File: src/rtl/imuldiv_iter_muldiv_param_pkg.sv
// imuldiv_muldiv_pkg: function codes, FSM states and result packing for the iterative mul/div unit
package imuldiv_muldiv_pkg;
  localparam logic [2:0] MUL  = 3'd0;
  localparam logic [2:0] DIV  = 3'd1;
  localparam logic [2:0] DIVU = 3'd2;
  localparam logic [2:0] REM  = 3'd3;
  localparam logic [2:0] REMU = 3'd4;
  localparam logic [2:0] MULU = 3'd5;
  localparam int MAXW = 64;
  typedef enum logic [1:0] {IDLE, CALC, DONE} state_t;
  function automatic logic [2*MAXW-1:0] pack_result(input logic [MAXW-1:0] rem, input logic [MAXW-1:0] quo, input int unsigned w);
    return ({{MAXW{1'b0}}, rem} << w) | {{MAXW{1'b0}}, quo};
  endfunction
endpackage

File: src/rtl/imuldiv_iter_muldiv_param_if.sv
// imuldiv_iter_muldiv_param_if: val/rdy request/response bus plus kill for the mul/div unit
interface imuldiv_iter_muldiv_param_if #(parameter int W = 32, parameter int TAGW = 4);
  logic [2:0]      muldivreq_msg_fn;
  logic [W-1:0]    muldivreq_msg_a;
  logic [W-1:0]    muldivreq_msg_b;
  logic [TAGW-1:0] muldivreq_msg_tag;
  logic            muldivreq_val;
  logic            muldivreq_rdy;
  logic            kill;
  logic [2*W-1:0]  muldivresp_msg_result;
  logic [TAGW-1:0] muldivresp_msg_tag;
  logic            muldivresp_val;
  logic            muldivresp_rdy;
  modport master (
    output muldivreq_msg_fn, muldivreq_msg_a, muldivreq_msg_b, muldivreq_msg_tag, muldivreq_val, kill, muldivresp_rdy,
    input  muldivreq_rdy, muldivresp_msg_result, muldivresp_msg_tag, muldivresp_val
  );
  modport slave (
    input  muldivreq_msg_fn, muldivreq_msg_a, muldivreq_msg_b, muldivreq_msg_tag, muldivreq_val, kill, muldivresp_rdy,
    output muldivreq_rdy, muldivresp_msg_result, muldivresp_msg_tag, muldivresp_val
  );
endinterface

File: src/rtl/imuldiv_iter_muldiv_param_dpath.sv
// imuldiv_iter_muldiv_dpath: operand/accumulator registers and the shared radix-2 step adder
module imuldiv_iter_muldiv_dpath #(
  parameter int W = 32,
  parameter int TAGW = 4,
  localparam int CW = $clog2(W)
) (
  input  logic            clk,
  input  logic            reset,
  input  logic            load,
  input  logic            step,
  input  logic [2:0]      fn_in,
  input  logic [W-1:0]    a_in,
  input  logic [W-1:0]    b_in,
  input  logic [TAGW-1:0] tag_in,
  output logic            fin,
  output logic [2*W-1:0]  result,
  output logic [TAGW-1:0] tag
);
  import imuldiv_muldiv_pkg::*;
  logic [2:0] fn;
  logic [W-1:0] mb, ma_in, mb_in, q, r, qf, rf;
  logic [2*W:0] acc, acc_nx;
  logic [CW-1:0] cnt;
  logic nq, rneg, sgn_in, sa_in, sb_in, is_mul, is_mul_in;
  logic [W:0] hi, addend;
  logic [W+1:0] sum;
  logic [2*W-1:0] p, res_nx;
  always_comb begin
    sgn_in = fn_in == MUL || fn_in == DIV || fn_in == REM;
    is_mul_in = fn_in == MUL || fn_in == MULU;
    sa_in = sgn_in & a_in[W-1];
    sb_in = sgn_in & b_in[W-1];
    ma_in = sa_in ? -a_in : a_in;
    mb_in = sb_in ? -b_in : b_in;
    is_mul = fn == MUL || fn == MULU;
    // mul adds into the upper half then shifts right; div shifts left then trial-subtracts
    hi = is_mul ? acc[2*W:W] : acc[2*W-1:W-1];
    addend = is_mul ? (acc[0] ? {1'b0, mb} : '0) : ~{1'b0, mb};
    sum = {1'b0, hi} + {1'b0, addend} + {{(W+1){1'b0}}, !is_mul};
    acc_nx = is_mul ? {1'b0, sum[W:0], acc[W-1:1]} : {sum[W+1] ? sum[W:0] : hi, acc[W-2:0], sum[W+1]};
    p = acc[2*W-1:0];
    q = acc[W-1:0];
    r = acc[2*W-1:W];
    qf = nq ? -q : q;
    rf = rneg ? -r : r;
    res_nx = fn >= 3'd6 ? '0 : is_mul ? (nq ? -p : p) : (2*W)'(pack_result(MAXW'(rf), MAXW'(qf), W));
  end
  always_ff @(posedge clk or negedge reset) begin
    if (!reset) begin
      fn <= '0;
      mb <= '0;
      acc <= '0;
      cnt <= '0;
      nq <= 1'b0;
      rneg <= 1'b0;
      fin <= 1'b0;
      result <= '0;
      tag <= '0;
    end else if (load) begin
      fn <= fn_in;
      mb <= mb_in;
      acc <= {{(W+1){1'b0}}, ma_in};
      cnt <= '0;
      nq <= (sa_in ^ sb_in) & (is_mul_in | (|b_in));
      rneg <= sa_in;
      fin <= 1'b0;
      tag <= tag_in;
    end else if (step && !fin) begin
      acc <= acc_nx;
      cnt <= cnt + 1'b1;
      fin <= cnt == CW'(W-1);
    end else if (step) begin
      result <= res_nx;
    end
  end
endmodule

File: src/rtl/imuldiv_iter_muldiv_param.sv
// imuldiv_iter_muldiv_param: iterative parametrised mul/div unit with tag and kill, FSM control
module imuldiv_iter_muldiv_param import imuldiv_muldiv_pkg::*; #(
  parameter int W = 32,
  parameter int TAGW = 4
) (
  input logic clk,
  input logic reset,
  imuldiv_iter_muldiv_param_if.slave bus
);
  state_t state, nxt;
  logic fin;
  assign bus.muldivreq_rdy = state == IDLE;
  assign bus.muldivresp_val = state == DONE;
  always_ff @(posedge clk or negedge reset) begin
    if (!reset) state <= IDLE;
    else state <= nxt;
  end
  always_comb begin
    nxt = state;
    case (state)
      IDLE: nxt = bus.muldivreq_val ? CALC : IDLE;
      CALC: nxt = bus.kill ? IDLE : fin ? DONE : CALC;
      DONE: nxt = (bus.kill || bus.muldivresp_rdy) ? IDLE : DONE;
      default: nxt = IDLE;
    endcase
  end
  imuldiv_iter_muldiv_dpath #(.W(W), .TAGW(TAGW)) dpath (
    .clk(clk),
    .reset(reset),
    .load(state == IDLE && bus.muldivreq_val),
    .step(state == CALC && !bus.kill),
    .fn_in(bus.muldivreq_msg_fn),
    .a_in(bus.muldivreq_msg_a),
    .b_in(bus.muldivreq_msg_b),
    .tag_in(bus.muldivreq_msg_tag),
    .fin(fin),
    .result(bus.muldivresp_msg_result),
    .tag(bus.muldivresp_msg_tag)
  );
endmodule

File: src/flat_wrapper.sv
// flat-port wrapper written by rule: the top's interface ports become plain ports
module imuldiv_iter_muldiv_param_flat import imuldiv_muldiv_pkg::*;
#(
  parameter int W = 32,
  parameter int TAGW = 4
)
  (clk, reset, bus_muldivreq_msg_fn, bus_muldivreq_msg_a, bus_muldivreq_msg_b, bus_muldivreq_msg_tag, bus_muldivreq_val, bus_kill, bus_muldivresp_rdy, bus_muldivreq_rdy, bus_muldivresp_msg_result, bus_muldivresp_msg_tag, bus_muldivresp_val);
  imuldiv_iter_muldiv_param_if #(.W(W), .TAGW(TAGW)) bus_i ();
  input logic clk;
  input logic reset;
  input wire logic [$bits(bus_i.muldivreq_msg_fn)-1:0] bus_muldivreq_msg_fn;
  input wire logic [$bits(bus_i.muldivreq_msg_a)-1:0] bus_muldivreq_msg_a;
  input wire logic [$bits(bus_i.muldivreq_msg_b)-1:0] bus_muldivreq_msg_b;
  input wire logic [$bits(bus_i.muldivreq_msg_tag)-1:0] bus_muldivreq_msg_tag;
  input wire logic [$bits(bus_i.muldivreq_val)-1:0] bus_muldivreq_val;
  input wire logic [$bits(bus_i.kill)-1:0] bus_kill;
  input wire logic [$bits(bus_i.muldivresp_rdy)-1:0] bus_muldivresp_rdy;
  output wire logic [$bits(bus_i.muldivreq_rdy)-1:0] bus_muldivreq_rdy;
  output wire logic [$bits(bus_i.muldivresp_msg_result)-1:0] bus_muldivresp_msg_result;
  output wire logic [$bits(bus_i.muldivresp_msg_tag)-1:0] bus_muldivresp_msg_tag;
  output wire logic [$bits(bus_i.muldivresp_val)-1:0] bus_muldivresp_val;
  assign bus_i.muldivreq_msg_fn = bus_muldivreq_msg_fn;
  assign bus_i.muldivreq_msg_a = bus_muldivreq_msg_a;
  assign bus_i.muldivreq_msg_b = bus_muldivreq_msg_b;
  assign bus_i.muldivreq_msg_tag = bus_muldivreq_msg_tag;
  assign bus_i.muldivreq_val = bus_muldivreq_val;
  assign bus_i.kill = bus_kill;
  assign bus_i.muldivresp_rdy = bus_muldivresp_rdy;
  assign bus_muldivreq_rdy = bus_i.muldivreq_rdy;
  assign bus_muldivresp_msg_result = bus_i.muldivresp_msg_result;
  assign bus_muldivresp_msg_tag = bus_i.muldivresp_msg_tag;
  assign bus_muldivresp_val = bus_i.muldivresp_val;
  imuldiv_iter_muldiv_param #(.W(W), .TAGW(TAGW)) u_core (.clk(clk), .reset(reset), .bus(bus_i));
endmodule
File: config.mk
export PLATFORM = sky130hd
export DESIGN_NAME = imuldiv_iter_muldiv_param_flat
export DESIGN_NICKNAME = d
export VERILOG_FILES = /design/src/rtl/imuldiv_iter_muldiv_param_pkg.sv /design/src/rtl/imuldiv_iter_muldiv_param_if.sv /design/src/rtl/imuldiv_iter_muldiv_param_dpath.sv /design/src/rtl/imuldiv_iter_muldiv_param.sv /design/src/flat_wrapper.sv
export SDC_FILE = /design/constraint.sdc
export NUM_CORES = 1
export LEC_CHECK = 0
export BUFFER_PORTS_ARGS = -buffer_cell sky130_fd_sc_hd__clkbuf_2
export CAP_MARGIN = 10
export CORE_ASPECT_RATIO = 1.4
export CORE_MARGIN = 5
export CORE_UTILIZATION = 54
export DETAILED_ROUTE_END_ITERATION = 12
export PLACE_DENSITY = 0.78
export SLEW_MARGIN = 5
export SYNTH_ARGS = -nofsm -noshare
export SYNTH_HDL_FRONTEND = slang
export SYNTH_SLANG_ARGS = --single-unit
File: constraint.sdc
create_clock -name clk -period 4.8 [get_ports clk]
set_input_delay 0.96 -clock clk [delete_from_list [all_inputs] [get_ports clk]]
set_output_delay 0.96 -clock clk [all_outputs]
set_load 0.005 [all_outputs]
* Word level (Yosys, flattened, before mapping)
Index checks and enable logic that the tools add are counted.
** Cells by class
- Add/sub/neg operators :: 8
- Magnitude comparators :: 1
- Eq/ne operators :: 7
- Mux-type cells :: 23
- Bitwise logic cells :: 9
- Reductions and logical operators :: 17
** Operators by type and width (count)
- 65-bit 2-to-1 mux :: 3
- 64-bit 2-to-1 mux :: 3
- 32-bit 2-to-1 mux :: 5
- 32-bit negator :: 4
- 33-bit 2-to-1 mux :: 3
- 64-bit negator :: 1
- 64-bit by 32-bit OR with 64-bit output :: 1
- 33-bit by 33-bit adder with 34-bit output :: 1
- 34-bit by 1-bit adder with 34-bit output :: 1
- 32-bit inverter with 33-bit output :: 1
- 32-bit OR reduction :: 1
- 5-bit 2-to-1 mux :: 2
- 3-bit equality test (second input constant) :: 2
- 3-bit zero test :: 2
- 2-bit 2-to-1 mux :: 3
- 2-bit case mux with 3 select lines :: 1
- 5-bit by 1-bit adder with 5-bit output (second input constant) :: 1
- 5-bit equality test (second input constant) :: 1
- 1-bit logical OR :: 5
- 1-bit bitwise AND :: 3
- 3-bit by 1-bit equality test with 1-bit output (second input constant) :: 1
- 3-bit by 2-bit equality test with 1-bit output (second input constant) :: 1
- 3-bit >= comparator (second input constant) :: 1
- 1-bit logical AND :: 3
- other kinds (10) :: 15
** Storage, ports and cells
- Flip-flop bits (word level) :: 178
- Input bits :: 76
- Output and inout bits :: 70
- Word-level logic and storage cells :: 75

* Logic depth before layout (Yosys ltp)
- Depth in word-level cells :: 9
- Depth in mapped cells :: 21
- Mapped depth without buffers :: 16

* Hierarchy
A second synthesis with hierarchy kept.
** Second synthesis, totals
- Cells, all modules :: 1693
- Area total of the unflattened synthesis :: 13042.5 um2
** Modules (own cells, without submodules)
- imuldiv_iter_muldiv_dpath :: instances 1, cells an instance 1682, area an instance 12931.2 um2, seq. area each 4404.2 um2
- imuldiv_iter_muldiv_param :: instances 1, cells an instance 11, area an instance 111.4 um2, seq. area each 50.0 um2

* Least setup slack after synthesis
OpenSTA, ideal clock, no wires.
- Path kind :: reg-to-reg
- Start point :: register u_core.dpath.fn[2]
- End point :: register u_core.dpath.acc[46]
- Library setup time :: 0.120 ns
- Arrival time :: 4.419 ns
- Required time :: 4.680 ns
- Slack :: 0.261 ns
- Cell stages (with the launch flop) :: 19
- Path buffers :: 6
- Clock period less this slack :: 4.539 ns
- Cells stage by stage :: dfrtp_1 xnor2_1 nor2b_1 clkbuf_1 clkbuf_1 clkbuf_1 clkbuf_1 o21ai_0 ha_1 a21oi_1 o21ai_0 or3_1 o31ai_4 o21ai_0 and2_1 buf_2 buf_4 or2_1 a31o_2
** On the way
- Cells in the longest elaborated chain, start to end :: 9
- Elaborated cells between the ends (all ways) :: 12
- Classes of those cells :: add/sub: 2; eq/ne: 1; mux: 6; reduce/logical: 3
** RTL lines
- from (decl) :: line imuldiv_iter_muldiv_param_dpath.sv:20 : logic [2:0] fn;
- from (signal assigned) :: line imuldiv_iter_muldiv_param_dpath.sv:60 : fn <= fn_in;
- 3-bit equality test or 3-bit zero test (tied branches) :: line imuldiv_iter_muldiv_param_dpath.sv:35 : is_mul = fn == MUL || fn == MULU;
- 1-bit logical OR (*) :: line imuldiv_iter_muldiv_param_dpath.sv:35
- 33-bit 2-to-1 mux, on equally long branches :: line imuldiv_iter_muldiv_param_dpath.sv:37, imuldiv_iter_muldiv_param_dpath.sv:38
- 33-bit by 33-bit adder with 34-bit output :: line imuldiv_iter_muldiv_param_dpath.sv:39 : sum = {1'b0, hi} + {1'b0, addend} + {{(W+1){1'b0}}, !is_mul};
- 34-bit by 1-bit adder with 34-bit output :: line imuldiv_iter_muldiv_param_dpath.sv:39
- 33-bit 2-to-1 mux :: line imuldiv_iter_muldiv_param_dpath.sv:40 : acc_nx = is_mul ? {1'b0, sum[W:0], acc[W-1:1]} : {sum[W+1] ? sum[W:0] : hi, acc[W-2:0], sum[W+1]};
- 65-bit 2-to-1 mux (*) :: line imuldiv_iter_muldiv_param_dpath.sv:40
- 65-bit 2-to-1 mux (*) :: line imuldiv_iter_muldiv_param_dpath.sv:68 : end else if (step && !fin) begin
- 65-bit 2-to-1 mux (*) :: line imuldiv_iter_muldiv_param_dpath.sv:59 : end else if (load) begin
- to (signal assigned) :: line imuldiv_iter_muldiv_param_dpath.sv:62 : acc <= {{(W+1){1'b0}}, ma_in};
- to (signal assigned) :: line imuldiv_iter_muldiv_param_dpath.sv:69 : acc <= acc_nx;
- to (decl) :: line imuldiv_iter_muldiv_param_dpath.sv:22 : logic [2*W:0] acc, acc_nx;
Mark *: on every way between the ends. The rest lies on a longest branch, timed or not. The select of a mux whose other input is x is not followed.
A chain may end at the register's enable or synchronous reset.

* Worst setup path after layout
- Start point :: register u_core.dpath.fn[2]
- End point :: register u_core.dpath.acc[59]
The elaborated chain is that of the path after synthesis.

==> run metrics <==
nets=~1900; initial antenna violation count=1; Seq cells post-synth=around 180; share of cells above drive strength 1=0.140; Synth Cell Area=approximately 13000 sq um; Die ar.=around 27000 sq um; Post-CTS Setup Repair Bufs=0; clock buffer depth=2; Hold Crit Depth=2; Post-Syn Nets=1782; DP HPWL=around 28000 um; synthesized instance count=between 1500 and 2000; Worst-path clk slew=0.06 ns; die extent in x=approximately 140 um; FF-to-FF setup slack=0.24 ns; Synth Area per Inst=just under 8 sq um; synth top area cells=dfrtp_1 (34%), nand2_1 (9.4%), o21ai_0 (7.3%), xor2_1 (5.2%), xnor2_1 (4.8%); Pwr Density=around 570 nW/um^2; Tightest Pin Transition=roughly 1.2 ns; total gr overflow=0; DR pass1 iterations=6; Yosys cell types=79; final period utilization=0.950; largest net degree at the start of global routing=about 110; Worst Hold Launch=u_core.dpath.result[52]; Total GRT Usage=0.267; Lkg Pwr=0.00647 uW; relative slew slack=0.198; Worst-Skew Late Latency=between 0.4 and 0.5 ns; FF-to-FF End=u_core.dpath.acc[59]; setup_tns=0 ns; Final Skew=between 0.008 and 0.009 ns; Max Cap Violations=0; r2r worst-path depth=16; PortBufs=145; final hold vios=0; max-slew violations=0; setup slack after layout=approximately 0.24 ns; cts repair resizes=0; Worst Hold Path EP=u_core.dpath.result[52]; Async SR Flop Fraction=1.00; Post-Route WL=approximately 37000 um; post-synth top area cell=dfrtp_1; RSZ-0062 raised after global routing=false; number of cells after detailed placement=about 2000; EDFF count, synth=0; core area=between 20000 and 25000 sq um; total power=about 8300 uW; crit path launch type=flop; Top Ports=roughly 150; Synth Flop Type=dfrtp_1; H-tree depth=4; VDD IR max=0.000316 V; fin cells=between 2000 and 2500; fmax=roughly 220 MHz; first-pass GRT wire length=approximately 60000 um; hold_buf cts=0; WP data required=~5.1 ns; clock root cell=clkbuf_16; post-synthesis sequential area ratio=0.341; Starting Density=0.546; vias in the first global route=between 10000 and 15000; routed len/inst=17.9 um; DRT iter0 DRCs=roughly 1200; count of endpoints failing setup in the final report=0; ANT nets after route=0; CTS tree=yes; CTS sink cnt=178; Die H=194 um; via count=12600; worst r2r src=u_core.dpath.fn[2]; routed vias/inst=6.11; outcome=finished clean; Yosys top cell area share=0.341; crit path time final=between 4 and 5 ns; Tightest Hold Check Type=flop to flop; WS Path Type=flop to flop; crit path DAT=between 4 and 5 ns; CTS Buf Count=17; pre-CTS setup slack=around 0.33 ns; Critical Path Fanout Max=32; synth warn=0; Final Wtd Congestion=between 0.9 and 1; Site Rows=67; area grow syn2layout=12.0%; DRC viols=0; Crit. End Element=flop
routing by layer:
| metal | track usage | vias up | wire length [um] |
|---|---|---|---|
| met1 | 0.342 | 5935 | 15400 |
| met4 | 0.122 | 0 | 1410 |
| met3 | 0.0390 | 90 | 2320 |
| met2 | 0.445 | 517 | 17900 |
| li1 | - | 6067 | - |
| met5 | 0 | - | 0 |
area by class of cell:
| cell class | instances | area [sq um] |
|---|---|---|
| Inverter | 25 | 93.8 |
| Timing Repair Buffer | 169 | 950 |
| Antenna cell | 1 | 2.50 |
| Multi-Input combinational cell | 1348 | 8080 |
| Clock inverter | 7 | 145 |
| Fill cell | 2152 | 9280 |
| Tap cell | 310 | 388 |
| Sequential cell | 178 | 4450 |
| Clock buffer | 24 | 502 |
synthesized netlist by cell type (13+ instances only):
master / instances
clkbuf_1: 93
o211ai_1: 36
dfrtp_1: 178
nor2_1: 119
a21oi_1: 112
xor2_1: 78
a21o_1: 17
or4_1: 15
mux2i_1: 15
nand3_1: 43
ha_1: 38
xnor2_1: 71
o21ai_0: 191
a31oi_1: 15
or3_1: 22
nand2_1: 326
inv_1: 24
o31ai_1: 19
buf_1: 13
nor3_1: 23
cells in the final DEF (no fill, tap or decap), drive strengths merged, types with 15 or more instances in the layout:
cell and n:
nand2 326, o21ai 197, dfrtp 178, clkbuf 168, nor2 120, a21oi 113, xor2 78, xnor2 71
nand3 43, ha 38, o211ai 36, or3 28, inv 26, buf 25, nor3 23, o31ai 21
or4 20, a21o 18, a31oi 15, mux2i 15, o41ai 15
report_power, final:
part / internal, uW / leakage (uW) / switching, uW
clock network: 941 / 0.000313 / 598
logic: 1780 / 0.00382 / 2750
registers: 1770 / 0.00233 / 482
total: 4490 / 0.00647 / 3830
worst max-delay path: stages, from the launching register on:
cell      delay, ns
dfrtp_1        0.42
xnor2_1        0.17
nor2b_4        0.35
nand2_1        0.10
buf_4          0.25
a21oi_1        0.34
fa_1           0.29
inv_1          0.06
fa_1           0.39
nand2b_1       0.18
a21oi_1        0.26
o211ai_1       0.28
a311o_1        0.44
a21oi_1        0.23
mux2_2         0.40
a32oi_1        0.19
o21ai_0        0.09
cell families after synthesis:
| logic type | synth area share |
|---|---|
| xor gates and xnor gates | 0.100 |
| AOI/OAI and AO/OA | 0.238 |
| adders and majority gates | 0.0395 |
| DFF | 0.341 |
| and+or+nand+nor | 0.226 |
| buffers and inverters | 0.0418 |
| muxes | 0.0132 |
through the flow:
step | utilization | cell area, sq um | hold WS [ns]
after floorplan | - | 13100 | 0.470
after global placement | 0.585 | 14000 | 0.458
after detailed placement | 0.585 | 14000 | 0.469
after CTS | 0.612 | 14600 | 0.483
after global routing | 0.612 | 14600 | 0.511
final | 0.612 | 14600 | 0.477
state kept, by name, indices dropped and copies added (netlist names):
| register | cells |
|---|---|
| u_core.dpath.acc | 65 |
| u_core.dpath.cnt | 5 |
| u_core.dpath.fin | 1 |
| u_core.dpath.fn | 3 |
| u_core.dpath.mb | 32 |
| u_core.dpath.nq | 1 |
| u_core.dpath.result | 64 |
| u_core.dpath.rneg | 1 |
| u_core.dpath.tag | 4 |
| u_core.state | 2 |
worst max path at each step:
stage / slack [ns] / to / from / depth (start not counted)
floorplan: 0.26 / u_core.dpath.acc[46] / u_core.dpath.fn[2] / 18
global placement: 0.37 / u_core.dpath.acc[59] / u_core.dpath.fn[2] / 16
detailed placement: 0.33 / u_core.dpath.acc[59] / u_core.dpath.fn[2] / 16
CTS: 0.31 / u_core.dpath.acc[59] / u_core.dpath.fn[2] / 16
global route: 0.06 / u_core.dpath.acc[59] / u_core.dpath.fn[2] / 15
finish: 0.24 / u_core.dpath.acc[59] / u_core.dpath.fn[2] / 16
Power figures use the tool's default switching activity.
